`config.mk`:
```
export PLATFORM = sky130hd
export DESIGN_NAME = mem_rd_arbiter
export DESIGN_NICKNAME = d
export VERILOG_FILES = /design/src/rtl/mem_arb_pkg.sv /design/src/rtl/rr_arb2.sv /design/src/rtl/mem_rd_arbiter.sv
export SDC_FILE = /design/constraint.sdc
export NUM_CORES = 1
export LEC_CHECK = 0
export ABC_AREA = 1
export ABC_CLOCK_PERIOD_IN_PS = 2250
export BUFFER_PORTS_ARGS = -buffer_cell sky130_fd_sc_hd__buf_2
export CAP_MARGIN = 25
export CORE_MARGIN = 2
export CORE_UTILIZATION = 43
export CTS_CLUSTER_SIZE = 30
export DETAILED_ROUTE_END_ITERATION = 6
export PLACE_DENSITY = 0.95
export SKIP_LAST_GASP = 1
export SLEW_MARGIN = 20
export SYNTH_ARGS = -nofsm -noshare
export SYNTH_HDL_FRONTEND = slang
export SYNTH_SLANG_ARGS = --single-unit
```
`constraint.sdc`:
```
create_clock -name clk -period 2.25 [get_ports clk]
set_clock_uncertainty 0.15 [all_clocks]
set_input_delay 0.3375 -clock clk [delete_from_list [all_inputs] [get_ports clk]]
set_output_delay 0.3375 -clock clk [all_outputs]
set_load 0.1 [all_outputs]
```
`src/rtl/mem_arb_pkg.sv`:
```
// Shared definitions for the cache-refill memory read arbiter: FSM encodings,
// client indices and the default burst length.
package mem_arb_pkg;

  typedef enum logic [2:0] {
    ARB_IDLE = 3'b001,
    ARB_REQ  = 3'b010,
    ARB_RESP = 3'b100
  } arb_state_e;

  localparam logic CLI_IC = 1'b0;
  localparam logic CLI_DC = 1'b1;

  localparam int ARB_BEATS = 8;

endpackage

```
`src/rtl/rr_arb2.sv`:
```
// Two-way round-robin pick: a lone requester wins, a tie goes to the client
// that was not granted last.
module rr_arb2
  import mem_arb_pkg::*;
(
  input  logic [1:0] req,
  input  logic       last_grant,
  output logic [1:0] gnt,
  output logic       gnt_idx,
  output logic       any
);

  always_comb begin
    any     = |req;
    gnt_idx = (req == 2'b11) ? ~last_grant : req[CLI_DC];
    gnt     = 2'b00;
    if (any) gnt = (gnt_idx == CLI_DC) ? 2'b10 : 2'b01;
  end

endmodule

```
`src/rtl/mem_rd_arbiter.sv`:
```
// Shares one memory read channel between I-cache and D-cache refills: one
// burst in flight, round-robin grant, responses routed to the granted client.
module mem_rd_arbiter
  import mem_arb_pkg::*;
#(
  parameter int BEATS = ARB_BEATS
) (
  input  logic        clk,
  input  logic        rst,
  input  logic [1:0]  from_cli_rd_req_valid,
  input  logic [63:0] from_cli_rd_req_addr,
  output logic [1:0]  to_cli_rd_req_ready,
  output logic [1:0]  to_cli_rd_rsp_valid,
  output logic [31:0] to_cli_rd_rsp_data,
  output logic        to_cli_rd_rsp_last,
  input  logic [1:0]  from_cli_rd_rsp_ready,
  output logic        to_mem_rd_req_valid,
  output logic [31:0] to_mem_rd_req_addr,
  input  logic        from_mem_rd_req_ready,
  input  logic        from_mem_rd_rsp_valid,
  input  logic [31:0] from_mem_rd_rsp_data,
  input  logic        from_mem_rd_rsp_last,
  output logic        to_mem_rd_rsp_ready,
  output logic        protocol_err
);

  localparam int CNT_W = $clog2(BEATS);

  arb_state_e       state;
  logic             grant_q;
  logic             last_grant;
  logic [31:0]      addr_q;
  logic [CNT_W-1:0] cnt;

  logic [1:0]  pick;
  logic        pick_idx;
  logic        pick_any;
  logic [31:0] pick_addr;
  logic [1:0]  gsel;
  logic        in_idle;
  logic        in_resp;
  logic        beat_hs;

  rr_arb2 u_rr (
    .req        (from_cli_rd_req_valid),
    .last_grant (last_grant),
    .gnt        (pick),
    .gnt_idx    (pick_idx),
    .any        (pick_any)
  );

  assign in_idle   = (state == ARB_IDLE);
  assign in_resp   = (state == ARB_RESP);
  assign pick_addr = (pick_idx == CLI_DC) ? from_cli_rd_req_addr[63:32]
                                          : from_cli_rd_req_addr[31:0];
  assign gsel      = (grant_q == CLI_DC) ? 2'b10 : 2'b01;

  // Client ready depends only on client valids and registered state, never on
  // the memory side.
  assign to_cli_rd_req_ready = in_idle ? pick : 2'b00;

  assign to_mem_rd_req_valid = (state == ARB_REQ);
  assign to_mem_rd_req_addr  = addr_q;

  // Response channel is pure routing; no storage on the beat path.
  assign to_cli_rd_rsp_valid = (in_resp && from_mem_rd_rsp_valid) ? gsel : 2'b00;
  assign to_cli_rd_rsp_data  = from_mem_rd_rsp_data;
  assign to_cli_rd_rsp_last  = from_mem_rd_rsp_last;
  assign to_mem_rd_rsp_ready = in_resp && from_cli_rd_rsp_ready[grant_q];

  assign beat_hs = in_resp && from_mem_rd_rsp_valid && from_cli_rd_rsp_ready[grant_q];

  always_ff @(posedge clk or negedge rst) begin
    if (!rst) begin
      state        <= ARB_IDLE;
      grant_q      <= CLI_IC;
      last_grant   <= CLI_DC;
      addr_q       <= 32'h0;
      cnt          <= '0;
      protocol_err <= 1'b0;
    end else begin
      case (state)
        ARB_IDLE: if (pick_any) begin
          addr_q     <= pick_addr;
          grant_q    <= pick_idx;
          last_grant <= pick_idx;
          state      <= ARB_REQ;
        end
        ARB_REQ: if (from_mem_rd_req_ready) begin
          cnt   <= '0;
          state <= ARB_RESP;
        end
        ARB_RESP: if (beat_hs) begin
          cnt <= cnt + 1'b1;
          // last must coincide exactly with the final beat; either way the
          // burst only ends on last so the memory side stays in sync.
          if (from_mem_rd_rsp_last != (cnt == CNT_W'(BEATS - 1)))
            protocol_err <= 1'b1;
          if (from_mem_rd_rsp_last) state <= ARB_IDLE;
        end
        default: state <= ARB_IDLE;
      endcase
    end
  end

endmodule

```
==> reports/metrics.csv, run 1 <==
stage,metric,value,unit
die,io_pins,177,
yosys,yosys-top-cells-count,"nand2_1, dfrtp_1, buf_4, nand3_1, inv_1",
final_layout,synthToLayoutAreaGrowth,22.6,%
drt,postRouteAntennaNets,0,
timing,finalWorstPathRequiredPeriod,2.13,ns
die,initial_core_util,44.5,%
global_routing,grt_max_degree,35,
drt,post_drt_wl_per_cell,11.8,um
place,dp_hpwl,4020,um
die,row_count,26,
yosys,ys_ff_latch,41,
yosys,yosysUniqueCellTypes,23,
critical_path,cp_max_fo,4,
global_routing,overflow,0,
yosys,syn_area,2270,um2
timing,fin_crit_sh,94.5,%
critical_path,crit_family,buffers and inverters,
critical_path,slowest_delay,0.42,ns
critical_path,start_kind,flop,
place,port_buffers,112,
drt,dr.first_iter.drc_count,96,
drt,viasPerCell,4.72,
clocking,clk_pin_slew,0.07,ns
timing,final.setup.tns,0,ns
drt,drtPass1Iterations,4,
clocking,ctsLongestPathBuffers,2,
final_layout,n_antenna_cell,0,
drt,top_layer,met4,
die,design.die.area,5890,um2
timing,setup_violations,0,
clocking,h-tree-depth,2,
drt,dr_wl_met3,398,um
timing,tightest_slew,0.493,ns
clocking,clk_latency,0.28,ns
drt,wl_met1,2030,um
yosys,ys_warn_count,0,
yosys,ys_seq_area_share,45.2,%
drt,wl_met2,2620,um
yosys,yosysTopAreaCell,dfrtp_1,
clocking,clock-root-buffer,clkbuf_8,
clocking,cts_buffers,5,
yosys,synth_cells,280,
run_status,status,finished clean,
timing,rsz0062_at_grt,no,
yosys,yosysTopAreaCellShare,42.9,%
die,coreArea,5110,um2
critical_path,cpMaxStageDelayCell,dfrtp_1,
global_routing,grt_pass1_wl,8690,um
yosys,synthArstFlopShare,100,%
yosys,synth_edf_count,0,
place,gp_congestion,0.815,
clocking,clock_sinks,41,
final_layout,multi_input_area,876,um2
critical_path,worstPathRequired,1.76,ns
critical_path,critPathCaptureType,output port,
timing,timing.fmax,0.470,GHz
yosys,yosys.cell_count.top_type,nand2_1,
critical_path,critPathKind,flop to output port,
yosys,syn_area_per_cell,8.12,um2
drt,vias,2054,
timing,relSlewSlack,67.4,%
die,die_x,76.7,um
run,cap_violations,0,
die,die_h,76.7,um
timing,drv_slew,0,
worst_hold_path,hp-class,input pin to flop,
clocking,postCtsSetupRepairBufs,0,
yosys,synth_area_leaders,"dfrtp_1, nand2_1, buf_4",
drt,routed_wl,5140,um
final_layout,regArea,1030,um2
global_routing,antenna_found_initial,0,
final_layout,nNetsFinal,471,
critical_path,worstPathCellList,"nor2_1, nand2_1, inv_1, nand2_1, nor2_1, clkbuf_4",
final_layout,n_fill_cell,470,
final_layout,layout-drive-gt1-share,41.4,%
drt,drc,0,
critical_path,critPathBufInv,2,
yosys,syn-num-nets,387,
global_routing,grt_use_total,18.3,%
global_routing,grt_pass1_vias,1973,
timing,finalHoldViolCount,0,
clocking,cts_tree,yes,
critical_path,cp.arrival,1.64,ns
yosys,synth_top_flop_cell,dfrtp_1,
-- flip-flops by register name (all words and copies together), names as in the netlist --
register / cells
cnt: 3
protocol_err: 1
grant_q: 1
last_grant: 1
to_mem_rd_req_addr: 32
state: 3
-- worst reg2reg max path, stage by stage, from the launching register on --
cell and delay, ns:
dfrtp_1 0.43, nor2_2 0.16, nand2_2 0.10, nor2_4 0.12, inv_4 0.06, nor2_8 0.15, buf_4 0.36, nand2_1 0.11
nand3_1 0.08
-- per-stage QoR --
stage          std cells  hold WS [ns]  util (%)  cell area (um2)  worst slack [ns]
4_1_cts              435        0.0932      54.5             2780            0.0420
3_5_place_dp         426         0.118      52.5             2680             0.363
6_report             435         0.105      54.6             2790             0.125
2_1_floorplan        280        -0.108         -             2270            -0.277
5_1_grt              435        0.0979      54.6             2790           0.00247
3_3_place_gp         426         0.111      52.5             2680             0.445
-- layout by cell type (no fill, tap or decap) --
cell type,Yosys,routed
a31o_2,1,1
buf_12,0,2
buf_2,6,108
buf_4,33,6
clkbuf_1,0,2
clkbuf_4,0,2
clkbuf_8,0,6
dfrtp_1,39,39
dfstp_2,2,2
dlygate4sd3_1,0,1
ha_1,2,2
inv_1,13,13
inv_4,1,1
nand2_1,114,114
nand2_2,10,10
nand3_1,28,28
nand3_2,9,9
nand3b_1,3,3
nand4_1,1,1
nor2_1,8,8
nor2_2,2,2
nor2_4,1,1
nor2_8,1,1
o21ai_0,1,1
o21ai_1,1,1
xor2_1,1,1
-- final cells by class --
| type | count | area share [%] |
|---|---|---|
| sequential | 41 | 36.9 |
| multi-input combinational | 183 | 31.4 |
| timing repair buffer | 119 | 23.3 |
| clock buffer | 8 | 3.23 |
| tap | 70 | 3.14 |
| inverter | 14 | 1.97 |
-- path summary, 6_finish.rpt --
kind | slack [ns] | depth (start not counted) | from | end
worst max-delay path | 0.12 | 6 | state[1] | to_cli_rd_rsp_valid[0]
worst min-delay path | 0.11 | 3 | from_cli_rd_req_addr[20] | to_mem_rd_req_addr[20]
worst max register to register | 0.47 | 8 | state[2] | to_mem_rd_req_addr[0]
worst min register to register | 0.32 | 1 | protocol_err | protocol_err
max in group asynchronous | 1.03 | 3 | rst | state[0]
min in group asynchronous | 0.35 | 2 | rst | to_mem_rd_req_addr[27]
-- layer usage --
metal  GRT usage (%)  vias to the layer above
li1                -                     1007
met1            21.2                      936
met2            32.6                       92
met3            4.71                       19
met4            6.55                        0
met5               0                        -
-- cells by family (layout without fill, tap and decap cells) --
logic type,count (synthesis),after routing,share of synthesized area (%)
and+or+nand+nor,177,177,36.2
buffers and inverters,56,141,16.3
DFF,41,41,45.2
AOI/OAI and AO/OA,3,3,0.825
adders and majority gates,2,2,1.10
xor gates and xnor gates,1,1,0.385
-- repair_timing --
action | 4_1_cts | 5_1_grt
hold buffers | 1 | 0
endpoints found under the hold margin | 13 | 0
endpoints found under the setup margin | 0 | 2
gates resized for setup | 0 | 2
Power of run 1 is not shown: default switching activity piles up to over one toggle a cycle in this logic, so the estimate is an artifact.
==> inputs of run 2 (changes only) <==
--- a/config.mk
+++ b/config.mk
@@ -10,7 +10,7 @@
 export BUFFER_PORTS_ARGS = -buffer_cell sky130_fd_sc_hd__buf_2
 export CAP_MARGIN = 25
 export CORE_MARGIN = 2
-export CORE_UTILIZATION = 43
+export CORE_UTILIZATION = 44
 export CTS_CLUSTER_SIZE = 30
 export DETAILED_ROUTE_END_ITERATION = 6
 export PLACE_DENSITY = 0.95
@@ -18,4 +18,5 @@
 export SLEW_MARGIN = 20
 export SYNTH_ARGS = -nofsm -noshare
 export SYNTH_HDL_FRONTEND = slang
+export SYNTH_HIERARCHICAL = 1
 export SYNTH_SLANG_ARGS = --single-unit
==> run 2 against run 1 <==
Compared with the run above:
- wire length fell by 2.7%
- non-clock buffer count decreased by 3
- first-iteration DRC count fell by 23%
- flip-flop and latch count stayed put
- critical path depth fell by 1
- sequential share of layout area fell by 1.5 points
- via count rose by 5.3%
- fmax rose by 1.3%
- final cell count rose by 8.3%
- synthesized cell count increased by 15%
- die area up 6.2%
- cell area rose by 4.4%
- critical path type unchanged
==> reports/metrics.csv, run 2 <==
stage,metric,value,unit,change
yosys,synth_edf_count,0,,unchanged
drt,drc,0,,unchanged
yosys,syn_area_per_cell,7.71,um2,-5.2%
clocking,h-tree-depth,2,,unchanged
clocking,clk_pin_slew,0.07,ns,about the same
yosys,syn-num-nets,429,,+11%
clocking,clock-root-buffer,clkbuf_8,,
timing,whs,0.0246,ns,-0.0808 ns
global_routing,grt_use_total,16.5,%,-1.8 points
global_routing,grt_pass1_wl,8400,um,-3.3%
critical_path,start_kind,flop,,
final_layout,synthToLayoutAreaGrowth,17.2,%,
yosys,synthArstFlopShare,100,%,unchanged
drt,post_drt_wl_per_cell,10.6,um,-10%
yosys,yosysTopAreaCellShare,39.3,%,-3.6 points
critical_path,cp_max_fo,4,,unchanged
yosys,yosysTopAreaCell,dfrtp_1,,
drt,vias,2163,,+5.3%
die,coreArea,5470,um2,+7.2%
clocking,cts_hold_buf,0,,-1
yosys,yosys.cell_count.top_type,nand2_1,,
final_layout,postLayoutCellArea,2910,um2,+4.4%
final_layout,n_antenna_cell,0,,unchanged
run_status,status,finished clean,,
yosys,synth_top_flop_cell,dfrtp_1,,
global_routing,grt_pass1_vias,2020,,+2.4%
timing,relSlewSlack,40.1,%,-27 points
clocking,clk_latency,0.28,ns,about the same
place,place_ws,0.372,ns,+0.00987 ns
drt,viasPerCell,4.59,,-2.7%
yosys,syn_area,2480,um2,+9.1%
clocking,cts_buffers,5,,unchanged
final_layout,final_common_cell,buf_2,,
global_routing,antenna_found_initial,0,,unchanged
timing,timing.fmax,0.477,GHz,+1.3%
global_routing,overflow,0,,unchanged
drt,postRouteAntennaNets,0,,unchanged
yosys,yosysUniqueCellTypes,23,,unchanged
place,post_dp_cell_area,2820,um2,+5.3%
timing,rsz0062_at_grt,yes,,
yosys,yosys-top-cells-count,"nand2_1, inv_1, dfrtp_1, o21ai_0, buf_4",,
timing,worst_slack,0.152,ns,+0.0276 ns
drt,drtPass1Iterations,4,,unchanged
place,gp_congestion,0.818,,+0.32%
drt,routed_wl,5000,um,-2.7%
final_layout,nNetsFinal,505,,+7.2%
timing,finalWorstPathRequiredPeriod,2.10,ns,-0.0276 ns
global_routing,grt_max_degree,42,,+20%
timing,fin_crit_sh,93.2,%,-1.2 points
timing,finalHoldViolCount,0,,unchanged
yosys,synth_area_leaders,"dfrtp_1, nand2_1, buf_4",,
die,die_x,79.1,um,+3.1%
clocking,clock_sinks,41,,unchanged
die,row_count,27,,+3.8%
yosys,ys_warn_count,6,,+6
clocking,cts_tree,yes,,
yosys,ys_seq_area_share,41.5,%,-3.8 points
timing,setup_violations,0,,unchanged
yosys,ys_ff_latch,41,,unchanged
final_layout,layout-drive-gt1-share,37.6,%,-3.8 points
die,initial_core_util,45.3,%,+0.80 points
worst_hold_path,hp-class,input pin to asynchronous set/reset pin,,
drt,dr.first_iter.drc_count,74,,-23%
critical_path,cp.arrival,1.61,ns,-0.03 ns
final_layout,largest_register_ffs,32,,unchanged
die,io_pins,177,,unchanged
place,port_buffers,112,,unchanged
yosys,synth_cells,322,,+15%
timing,tightest_slew,0.899,ns,+0.406 ns
die,die_h,79.1,um,+3.1%
run,cap_violations,0,,unchanged
critical_path,worstPathRequired,1.76,ns,about the same
final_layout,final_cell_mix,"buf_2, nand2_1, inv_1",,
clocking,postCtsSetupRepairBufs,0,,unchanged
critical_path,critPathKind,flop to output port,,
clocking,ctsLongestPathBuffers,2,,unchanged
die,design.die.area,6260,um2,+6.2%
critical_path,critPathCaptureType,output port,,
place,dp_hpwl,3930,um,-2.1%
timing,drv_slew,0,,unchanged
run 2: cell count changes after synthesis, sizes merged:
cell / delta
a21oi: +3
buf: +2
clkbuf: +3
inv: +36
nand2: -32
nand3: -33
nand3b: +1
nand4: -1
nor2: -1
o21ai: +64
run 2: kinds of logic (layout without fill, tap and decap cells):
| logic type | after synthesis | after routing | synth area share (%) |
|---|---|---|---|
| and+or+nand+nor | 111 | 111 | 18.8 |
| buffers and inverters | 97 | 174 | 21.8 |
| AOI/OAI and AO/OA | 70 | 70 | 16.5 |
| DFF | 41 | 41 | 41.5 |
| adders and majority gates | 2 | 2 | 1.01 |
| xor gates and xnor gates | 1 | 1 | 0.353 |
run 2: through the flow:
step / utilization [%] / instances / TNS (ns)
finish: 53.2 / 471 / 0
CTS: 53.1 / 471 / 0
global placement: 51.6 / 463 / 0
global route: 53.2 / 471 / -0.0155
detailed placement: 51.6 / 463 / 0
floorplan: - / 322 / -0.856
run 2: what timing repair did:
| action | CTS | global route |
|---|---|---|
| setup endpoints to repair | 0 | 2 |
| resized for setup | 0 | 2 |
| endpoints found under the hold margin | 0 | 0 |
run 2: final timing paths:
check | from | to | slack [ns] | cells past startpoint
max in group asynchronous | rst | to_mem_rd_req_addr[30] | 1.35 | 1
setup / recovery | last_grant | to_cli_rd_req_ready[0] | 0.15 | 5
min in group clk | from_cli_rd_req_addr[24] | to_mem_rd_req_addr[24] | 0.18 | 3
hold / removal | rst | cnt[0] | 0.02 | 1
hold reg to reg | protocol_err | protocol_err | 0.33 | 1
setup reg to reg | state[0] | to_mem_rd_req_addr[5] | 0.64 | 6
run 2: final cells by class:
| class | instances | area, um2 |
|---|---|---|
| clock buffers | 8 | 80.1 |
| well taps | 72 | 90.1 |
| flip-flops and latches | 41 | 1030 |
| fillers | 534 | 2560 |
| inverters | 50 | 188 |
| repair buffers | 116 | 596 |
| multi-input cells | 184 | 927 |
run 2: worst max-delay path: stages (launching register included):
cell,delay [ns]
dfstp_2,0.58
inv_1,0.05
a21oi_1,0.13
inv_1,0.06
nor2_2,0.09
buf_2,0.42
run 2: layer usage:
metal | up-vias | part of all wire (%) | global-route usage, %
met2 | 94 | 50 | 30.1
met3 | 18 | 8.1 | 4.66
met5 | - | 0 | 0
met1 | 938 | 39 | 17.9
met4 | 0 | 2.8 | 6.90
li1 | 1113 | - | -
Power of run 2 is left out for the same reason.
==> inputs of run 3 (changes only) <==
--- a/config.mk
+++ b/config.mk
@@ -9,8 +9,8 @@
 export ABC_CLOCK_PERIOD_IN_PS = 2250
 export BUFFER_PORTS_ARGS = -buffer_cell sky130_fd_sc_hd__buf_2
 export CAP_MARGIN = 25
-export CORE_MARGIN = 2
 export CORE_UTILIZATION = 44
+export CTS_BUF_LIST = sky130_fd_sc_hd__clkbuf_16
 export CTS_CLUSTER_SIZE = 30
 export DETAILED_ROUTE_END_ITERATION = 6
 export PLACE_DENSITY = 0.95
==> run 3 against run 2 <==
Compared with the run above:
- largest cell class unchanged
- critical path type unchanged
- register-to-register slack lost 0.03 ns
- worst hold slack gained 0.18 ns
- sequential share of layout area shrank 1.8 points
- wire length grew 3.8%
==> reports/metrics.csv, run 3 (synthesis results as in run 2) <==
stage,metric,value,unit,change
run_status,status,finished clean,,
drt,viasPerCell,4.57,,-0.53%
timing,relSlewSlack,66.8,%,+27 points
die,die_h,77.1,um,-2.5%
place,port_buffers,112,,unchanged
drt,drtPass1Iterations,4,,unchanged
worst_hold_path,hp-class,input pin to flop,,
final_layout,n_antenna_cell,0,,unchanged
critical_path,worstPathRequired,1.76,ns,about the same
critical_path,cp.arrival,1.65,ns,+0.04 ns
critical_path,cpMaxStageDelayCell,dfrtp_1,,
die,design.die.area,5940,um2,-5.0%
critical_path,critPathKind,flop to output port,,
timing,drv_slew,0,,unchanged
timing,finalHoldViolCount,0,,unchanged
drt,routed_wl,5190,um,+3.8%
clocking,clk_pin_slew,0.06,ns,about the same
timing,setup_violations,0,,unchanged
place,gp_congestion,0.804,,-1.7%
clocking,ctsLongestPathBuffers,2,,unchanged
critical_path,slowest_delay,0.40,ns,-0.18 ns
final_layout,final_cell_mix,"buf_2, nand2_1, inv_1",,
critical_path,worstPathCellList,"nor2_1, nand2_1, inv_1, nand2_1, nor2_1, clkbuf_4",,
timing,rsz0062_at_grt,yes,,
drt,dr.first_iter.drc_count,58,,-22%
final_layout,nNetsFinal,508,,+0.59%
run,cap_violations,0,,unchanged
global_routing,antenna_found_initial,0,,unchanged
die,coreArea,5270,um2,-3.7%
final_layout,n_fill_cell,470,,-12%
clocking,clock-root-buffer,clkbuf_16,,
timing,finalWorstPathRequiredPeriod,2.13,ns,+0.0368 ns
timing,timing.fmax,0.468,GHz,-1.7%
global_routing,overflow,0,,unchanged
drt,drc,0,,unchanged
clocking,cts_buffers,5,,unchanged
die,row_count,26,,-3.7%
global_routing,grt_use_total,18.6,%,+2.1 points
global_routing,grt_pass1_vias,2006,,-0.69%
critical_path,cp_max_fo,4,,unchanged
final_layout,largest_register_ffs,32,,unchanged
clocking,cts_tree,yes,,
timing,whs,0.203,ns,+0.178 ns
critical_path,critPathCaptureType,output port,,
clocking,postCtsSetupRepairBufs,0,,unchanged
final_layout,synthToLayoutAreaGrowth,23.6,%,
die,io_pins,177,,unchanged
drt,postRouteAntennaNets,0,,unchanged
place,dp.cells,463,,unchanged
global_routing,grt_max_degree,36,,-14%
final_layout,instances_no_fill,472,,+0.21%
final_layout,post-route-util,58.2,%,+5.0 points
die,initial_core_util,47.1,%,+1.7 points
timing,tightest_slew,0.501,ns,-0.398 ns
global_routing,grt_pass1_wl,8700,um,+3.5%
die,die_x,77.1,um,-2.5%
clocking,h-tree-depth,2,,unchanged
drt,post_drt_wl_per_cell,11.0,um,+3.6%
drt,vias,2156,,-0.32%
timing,fin_crit_sh,94.9,%,+1.6 points
clocking,clk_latency,0.27,ns,about the same
final_layout,layout-drive-gt1-share,38.6,%,+0.96 points
place,dp_hpwl,4120,um,+4.7%
final_layout,final_common_cell,buf_2,,
clocking,clock_sinks,41,,unchanged
critical_path,start_kind,flop,,
==> run 3: repair_timing <==
action                                  CTS  global route
resized for setup                         0             2
endpoints found under the setup margin    0             2
hold buffers                              1             0
endpoints found under the hold margin     9             0
==> run 3: metrics by stage <==
| step | setup slack (ns) | instance area (um2) | TNS, ns |
|---|---|---|---|
| after global placement | 0.433 | 2860 | 0 |
| after CTS | 0.0320 | 3060 | 0 |
| after detailed placement | 0.347 | 2860 | 0 |
| final | 0.115 | 3070 | 0 |
| after global routing | -0.0196 | 3070 | -0.0196 |
| after floorplan | -0.271 | 2490 | -0.856 |
==> run 3: final timing paths <==
check	from	endpoint	slack (ns)	cells past startpoint
max in group asynchronous	rst	last_grant	1.04	3
worst min-delay path	from_cli_rd_req_addr[26]	to_mem_rd_req_addr[26]	0.20	3
worst max-delay path	state[1]	to_cli_rd_rsp_valid[1]	0.12	6
worst min register to register	to_mem_rd_req_addr[2]	to_mem_rd_req_addr[2]	0.33	2
min in group asynchronous	rst	grant_q	0.33	2
worst max register to register	state[0]	to_mem_rd_req_addr[20]	0.61	6
==> run 3: area by class of cell <==
type | instances | area [um2] | share of cell area, %
inverters | 50 | 188 | 6.12
repair buffers | 119 | 646 | 21.1
flip-flops and latches | 41 | 1030 | 33.5
multi-input cells | 184 | 927 | 30.2
clock buffers | 5 | 125 | 4.08
well taps | 70 | 87.6 | 2.86
clock inverters | 3 | 65.1 | 2.12
==> run 3: critical path, delay by kind of cell, from the launching register on <==
family	cells	cell delay, ns
buf+inv	2	0.50
simple gates	4	0.47
flops	1	0.40
==> run 3: layer usage <==
layer  track usage (%)  vias to the layer above  share of wire [%]
met5                 0                        -                  0
met4              7.17                        0                1.1
met3              5.60                        8                6.7
met2              33.6                       86                 52
met1              20.4                      949                 40
li1                  -                     1113                  -
Power of run 3 is left out for the same reason.
